$ cat src/rtl/arb_pkg.sv
// Shared types and constants for the single-port SRAM arbiter.
package arb_pkg;

    typedef enum logic [1:0] {
        S_IDLE,
        S_ACCESS,
        S_RESP
    } state_e;

    typedef enum logic {
        GRANT_IF,
        GRANT_MEM
    } grant_e;

    localparam int unsigned WAIT_MIN = 1;
    localparam int unsigned WAIT_MAX = 15;
    localparam int unsigned CNT_W    = 4;

endpackage

$ cat src/rtl/access_timer.sv
// Loadable down-counter that times one SRAM access; done while the count is zero.
module access_timer
    import arb_pkg::*;
(
    input  logic             clk,
    input  logic             rst_n,
    input  logic             load_i,
    input  logic [CNT_W-1:0] load_val_i,
    output logic             done_o
);

    logic [CNT_W-1:0] count_q;

    always_ff @(posedge clk or negedge rst_n) begin
        if (!rst_n) begin
            count_q <= '0;
        end else if (load_i) begin
            count_q <= load_val_i;
        end else if (count_q != '0) begin
            count_q <= count_q - 1'b1;
        end
    end

    assign done_o = (count_q == '0);

endmodule

$ cat src/rtl/mem_arbiter.sv
// Fixed-priority arbiter sharing one slow SRAM between instruction fetch and
// the MEM stage; MEM always wins, each access takes WAIT_CYCLES plus a response cycle.
module mem_arbiter
    import arb_pkg::*;
#(
    parameter int unsigned WAIT_CYCLES = 4
) (
    input  logic        clk,
    input  logic        rst,
    input  logic        if_req,
    input  logic [31:0] if_addr,
    output logic [31:0] if_rdata,
    output logic        if_ready,
    output logic        if_stall,
    input  logic        mem_rd_req,
    input  logic        mem_wr_req,
    input  logic [31:0] mem_addr,
    input  logic [31:0] mem_wdata,
    output logic [31:0] mem_rdata,
    output logic        mem_ready,
    output logic        mem_stall,
    output logic [29:0] sram_addr,
    output logic [31:0] sram_wdata,
    output logic        sram_we,
    output logic        sram_oe,
    input  logic [31:0] sram_rdata
);

    localparam logic [CNT_W-1:0] LOAD_VAL = CNT_W'(WAIT_CYCLES - 1);

    state_e      state_q;
    grant_e      grant_q;
    logic [29:0] sram_addr_q;
    logic [31:0] sram_wdata_q;
    logic        sram_we_q;
    logic        sram_oe_q;
    logic [31:0] if_rdata_q;
    logic [31:0] mem_rdata_q;
    logic        if_ready_q;
    logic        mem_ready_q;

    logic mem_any;
    logic timer_load;
    logic timer_done;
    logic unused_addr_bits;

    assign mem_any          = mem_rd_req | mem_wr_req;
    assign timer_load       = (state_q == S_IDLE) && (mem_any || if_req);
    assign unused_addr_bits = ^{if_addr[1:0], mem_addr[1:0]};

    access_timer u_timer (
        .clk        (clk),
        .rst_n      (rst),
        .load_i     (timer_load),
        .load_val_i (LOAD_VAL),
        .done_o     (timer_done)
    );

    always_ff @(posedge clk or negedge rst) begin
        if (!rst) begin
            state_q      <= S_IDLE;
            grant_q      <= GRANT_IF;
            sram_addr_q  <= '0;
            sram_wdata_q <= '0;
            sram_we_q    <= 1'b0;
            sram_oe_q    <= 1'b0;
            if_rdata_q   <= '0;
            mem_rdata_q  <= '0;
            if_ready_q   <= 1'b0;
            mem_ready_q  <= 1'b0;
        end else begin
            case (state_q)
                S_IDLE: begin
                    if (mem_any) begin
                        // A simultaneous read and write request is performed as a write.
                        grant_q      <= GRANT_MEM;
                        sram_addr_q  <= mem_addr[31:2];
                        sram_wdata_q <= mem_wdata;
                        sram_we_q    <= mem_wr_req;
                        sram_oe_q    <= ~mem_wr_req;
                        state_q      <= S_ACCESS;
                    end else if (if_req) begin
                        grant_q      <= GRANT_IF;
                        sram_addr_q  <= if_addr[31:2];
                        sram_wdata_q <= '0;
                        sram_we_q    <= 1'b0;
                        sram_oe_q    <= 1'b1;
                        state_q      <= S_ACCESS;
                    end
                end
                S_ACCESS: begin
                    if (timer_done) begin
                        if (sram_oe_q) begin
                            if (grant_q == GRANT_MEM) begin
                                mem_rdata_q <= sram_rdata;
                            end else begin
                                if_rdata_q <= sram_rdata;
                            end
                        end
                        sram_we_q   <= 1'b0;
                        sram_oe_q   <= 1'b0;
                        if_ready_q  <= (grant_q == GRANT_IF);
                        mem_ready_q <= (grant_q == GRANT_MEM);
                        state_q     <= S_RESP;
                    end
                end
                S_RESP: begin
                    if_ready_q  <= 1'b0;
                    mem_ready_q <= 1'b0;
                    state_q     <= S_IDLE;
                end
                default: begin
                    state_q <= S_IDLE;
                end
            endcase
        end
    end

    assign sram_addr  = sram_addr_q;
    assign sram_wdata = sram_wdata_q;
    assign sram_we    = sram_we_q;
    assign sram_oe    = sram_oe_q;
    assign if_rdata   = if_rdata_q;
    assign mem_rdata  = mem_rdata_q;
    assign if_ready   = if_ready_q;
    assign mem_ready  = mem_ready_q;
    assign if_stall   = if_req & ~if_ready_q;
    assign mem_stall  = mem_any & ~mem_ready_q;

endmodule

$ cat config.mk
export PLATFORM = sky130hd
export DESIGN_NAME = mem_arbiter
export DESIGN_NICKNAME = d
export VERILOG_FILES = /design/src/rtl/arb_pkg.sv /design/src/rtl/access_timer.sv /design/src/rtl/mem_arbiter.sv
export SDC_FILE = /design/constraint.sdc
export NUM_CORES = 1
export LEC_CHECK = 0
export CAP_MARGIN = 15
export CORE_MARGIN = 1
export CORE_UTILIZATION = 37
export DETAILED_ROUTE_END_ITERATION = 10
export GPL_TIMING_DRIVEN = 0
export PLACE_DENSITY = 0.77
export SLEW_MARGIN = 40
export SYNTH_ARGS = -nofsm -noshare
export SYNTH_HDL_FRONTEND = slang
export SYNTH_SLANG_ARGS = --single-unit
$ cat constraint.sdc
create_clock -name clk -period 2.1 [get_ports clk]
set_clock_uncertainty 0.2 [all_clocks]
set_input_delay 0.42 -clock clk [delete_from_list [all_inputs] [get_ports clk]]
set_output_delay 0.42 -clock clk [all_outputs]
set_load 0.02 [all_outputs]
[Word level (Yosys, flattened, before mapping)]
Cells that the tools add are included.
W data, S select, Z words.
Word-level totals
  logic and storage cells: 60
  output and inout bits: 132
  input port bits: 133
  flip-flop bits (word level): 137
Cells by class
  multiplexer cells: 22
  add/sub/neg operators: 1
  eq/ne operators: 4
  bitwise logic cells: 7
  reduce and logical (&&, ||, !) cells: 15
Operator list (number)
  $mux W32: 2
  $mux W30: 2
  $mux W1: 8
  $mux W4: 2
  $pmux W1 S2: 4
  $reduce_and A4 Y1: 2
  $reduce_bool A2 Y1: 4
  $mux W2: 3
  $reduce_and A2 Y1: 3
  $logic_not A4 Y1: 1
  $not A1 Y1: 4
  $pmux W2 S2: 1
  $reduce_bool A4 Y1: 1
  $sub A4 B1 Y4 const B: 1
  $ne A3 B3 Y1 const B: 1
  $reduce_and A3 Y1: 1
  $and A1 B1 Y1: 2
  $eq A2 B1 Y1 const B: 1
  $eq A2 B2 Y1 const B: 1
  $logic_not A2 Y1: 1
  $ne A2 B2 Y1 const B: 1
  $logic_and A1 B1 Y1: 1
  $logic_or A1 B1 Y1: 1
  $or A1 B1 Y1: 1

[Logic depth before layout (Yosys ltp)]
  word-level depth: 4
  mapped depth: 6
  gate-level depth less buffers: 6

[Hierarchy]
A second synthesis with hierarchy kept.
Second synthesis, totals
  cell total of the unflattened synthesis: 361
  area total of the unflattened synthesis: 5625.4 sq um
Modules (own cells, without submodules)
  mem_arbiter: instances 1, sequential area each 3328.2 sq um, cells each 339, area each 5391.4 sq um
  access_timer: instances 1, sequential area each 100.1 sq um, cells each 22, area each 234.0 sq um

[Worst setup path before layout]
OpenSTA, ideal clock, no wires.
  path type: register -> register
  from: register u_timer.count_q[0]
  to: register if_rdata_q[10] (netlist: if_rdata[10])
  library setup time: 0.125 ns
  slack: -0.156 ns
  period minus slack after synthesis: 2.256 ns
  stages on the path, launching flop included: 7
  path buffers: 1
  data required time: 1.775 ns
  data arrival time: 1.931 ns
  cell sequence: dfrtp_1 -> inv_1 -> ha_1 -> or3b_4 -> nor4b_4 -> buf_6 -> mux2_2
On the way
  cells in the longest elaborated chain, start to end: 2
Ends and longest elaborated chain
  start, declared: RTL line access_timer.sv:12  | logic [CNT_W-1:0] count_q;
  start signal, assigned: RTL line access_timer.sv:18  | count_q <= load_val_i;
  start signal, assigned: RTL line access_timer.sv:20  | count_q <= count_q - 1'b1;
  $logic_not A4 Y1: RTL line access_timer.sv:24  | assign done_o = (count_q == '0);
  $reduce_and A4 Y1 (no line)
  end signal, assigned: RTL line mem_arbiter.sv:97  | if_rdata_q <= sram_rdata;
  end, declared: RTL line mem_arbiter.sv:37  | logic [31:0] if_rdata_q;
Every way passes these cells.
A chain may end at the register's enable or synchronous reset.

[Worst setup path after layout]
  from: register u_timer.count_q[0]
  to: register if_rdata_q[30] (netlist: if_rdata[30])
The elaborated chain is that of the path after synthesis.

==> reports/metrics.yaml <==
status: "finished with violations"
violations: "setup timing"
cp_max_fo: 5
p_sw_share_pct: 33.64
synth_top_area_share_pct: 62.50
startpoint: "u_timer.count_q[0]"
clk_pin_slew_ns: 0.06
syn_avg_cell_area_um2: 15.54
post-place-ws_ns: -0.8455
pwr-share-comb_pct: 46.1
hp-class: "primary input to register"
grt_pass1_vias: 4473
hold_depth: 2
p_int_uw: 9580
numCtsBuffers: 17
initial_core_util_pct: 37.88
wl_mm: 14.65
chipWidth_um: 123.8
yosysSeqAreaShare_pct: 62.50
worst_slew_pin_slew_ns: 0.5962
dp_hpwl_mm: 10.54
fillers: 1083
slew_violations: 0
crit_type: "register to register"
die_h_um: 123.8
cp-end-kind: "register"
layout-drive-gt1-share_pct: 29.15
clk_latency_ns: 0.41
cp-start-kind: "register"
synth_area_leaders: "dfrtp_1 (63%), mux2_2 (25%), a22o_1 (5.1%)"
synth_area_um2: 5485
mostFrequentLayoutCells: "clkdlybuf4s50_1 (253), dfrtp_1 (137), mux2_2 (108)"
rr_endpoint: "if_rdata[30]"
setup_ws_ns: -0.1653
powerDensity_nw_per_um2: 1552
drt-pass1-iter-count: 4
r2r_setup_slack_ns: -0.17
required_ns: 2.20
yosysUniqueCellTypes: 30
core_um2: 14480
holdCritStartpoint: "mem_wr_req"
slew_headroom_pct: 60.25
critPathArrivalTime_ns: 2.36
fin_tns_setup_ns: -3.536
min_period_ns: 2.265
cts_sinks: 137
ir_worst_vdd_uv: 948.4
antenna_found_initial: 0
yosysWarnings: 0
grt_max_degree: 76
hold_viol_final: 0
finalSetupViolCount: 31
timing.rr.start: "u_timer.count_q[0]"
net-switching-power_uw: 4856
row_count: 44
power_frac_seq_pct: 31.6
holdPathEnd: "sram_oe"
cap_violations: 0
rr_worst_depth: 8
drt_iter0_drc: 96
fin_nets: 785
synth_fp_nets: 488
yosys.area.top_type: "dfrtp_1"
rsz0062_at_grt: "true"
clk_path_buf_depth: 2
postSynthCellCount: 353
track_usage_pct: 19.37
grt_overflow_total: 0
synth_seq_cells: 137
io_pins: 265
vias: 4100
area_growth_pct: 69.53
dieArea_um2: 15320
io_buffers: 260
grt_pass1_wl_mm: 22.26
postRouteAntennaNets: 0
wl_per_cell_um: 17.32
period_share_pct: 107.9
h-tree-depth: 4
clock.fmax_mhz: 441.5
leakage_uw: 0.003998
antenna_cells: 0
power_frac_clock_pct: 22.3
multiInputGateArea_um2: 2047
drt-vias-per-instance: 4.846
layout_commonest_cell: "clkdlybuf4s50_1"
routabilityCongestion: 0.7404
seqCellArea_um2: 3428
cts_tree: "built"
drc: 0
cts_root_buf: "clkbuf_16"
==> layout make-up <==
type                       count  share of cell area (%)
clock inverter                12                   2.139
timing repair buffer         278                   30.07
tap                          184                   2.476
inverter                       3                  0.1211
clock buffer                  19                   4.763
multi-input combinational    195                   22.01
buffer                        18                   1.547
sequential                   137                   36.87
==> critical path: stages, from the launching register on <==
cell and delay [ns]:
dfrtp_1 0.39, inv_2 0.09, ha_4 0.13, or3b_4 0.40, nor4b_4 0.23, buf_6 0.18, buf_12 0.11, buf_8 0.12
mux2_4 0.31
==> routing by layer <==
metal | up-vias | global-route usage [%] | share of wire, %
met4 | 0 | 7.907 | 2.0
li1 | 1887 | - | -
met5 | - | 0 | 0
met1 | 2025 | 21.51 | 40
met3 | 24 | 7.005 | 7.8
met2 | 164 | 33.47 | 50
==> cells in the mapped netlist <==
cell and count:
dfrtp_1 137, mux2_2 122, a22o_1 32, clkbuf_1 11
o21ai_0 5, nand2_1 4, nor2_1 4, nor3_1 4
buf_1 3, buf_6 3, inv_1 3, xnor2_1 3
ha_1 2, mux2_1 2, nand2b_1 2, nor2b_1 2
a21o_1 1, a31o_2 1, and2_0 1, and2_1 1
buf_2 1, mux2i_1 1, nand3_1 1, nand4_1 1
nor3b_2 1, nor4b_4 1, o211ai_1 1, o31a_1 1
o31ai_2 1, or3b_4 1
==> metrics by stage <==
step / total power, uW / hold slack (ns) / util [%] / cells / area [um2]
after floorplan: 7760 / -0.07559 / - / 353 / 5485
after global routing: 15180 / 0.1200 / 64.22 / 846 / 9299
after CTS: 14540 / 0.2915 / 64.02 / 844 / 9269
after detailed placement: 11010 / 0.1936 / 57.67 / 798 / 8351
after global placement: 10840 / 0.2675 / 57.45 / 797 / 8318
final: 14440 / 0.1158 / 64.22 / 846 / 9299
==> worst max path at each step <==
| stage | endpoint | cells after the start |
|---|---|---|
| after floorplan | if_rdata[10] | 6 |
| after global placement | if_rdata[30] | 1 |
| after detailed placement | mem_stall | 5 |
| after CTS | if_rdata[30] | 8 |
| after global routing | if_rdata[29] | 8 |
| final | if_rdata[30] | 8 |
==> registers in the layout (all words and copies together) (netlist names) <==
signal,flops
mem_rdata,32
if_rdata,32
sram_we,1
if_ready,1
sram_wdata,32
u_timer.count_q,4
sram_addr,30
mem_ready,1
grant_q,1
state_q,2
sram_oe,1
==> repair_timing <==
item	CTS	global route
gates cloned	1	0
pin swaps	4	2
hold buffers	1	0
endpoints found under the hold margin	62	0
endpoints found under the setup margin	129	95
buffers inserted	13	3
resized for setup	41	19
==> power by group through the flow <==
stage	clock network [uW]	registers, uW	logic (uW)
floorplan	0	5960	1800
global placement	0	4510	6320
detailed placement	0	4580	6430
CTS	3290	4570	6670
global route	3420	4710	7060
finish	3230	4560	6650
==> cells by family after synthesis <==
kind of cell	after synthesis	share of synthesized area [%]
DFF	137	62.50
buffers and inverters	21	1.870
muxes	125	25.64
xor gates and xnor gates	3	0.4791
and+or+nand+nor	23	2.669
AOI/OAI and AO/OA	42	6.387
adders and majority gates	2	0.4561
Power figures use the tool's default switching activity.
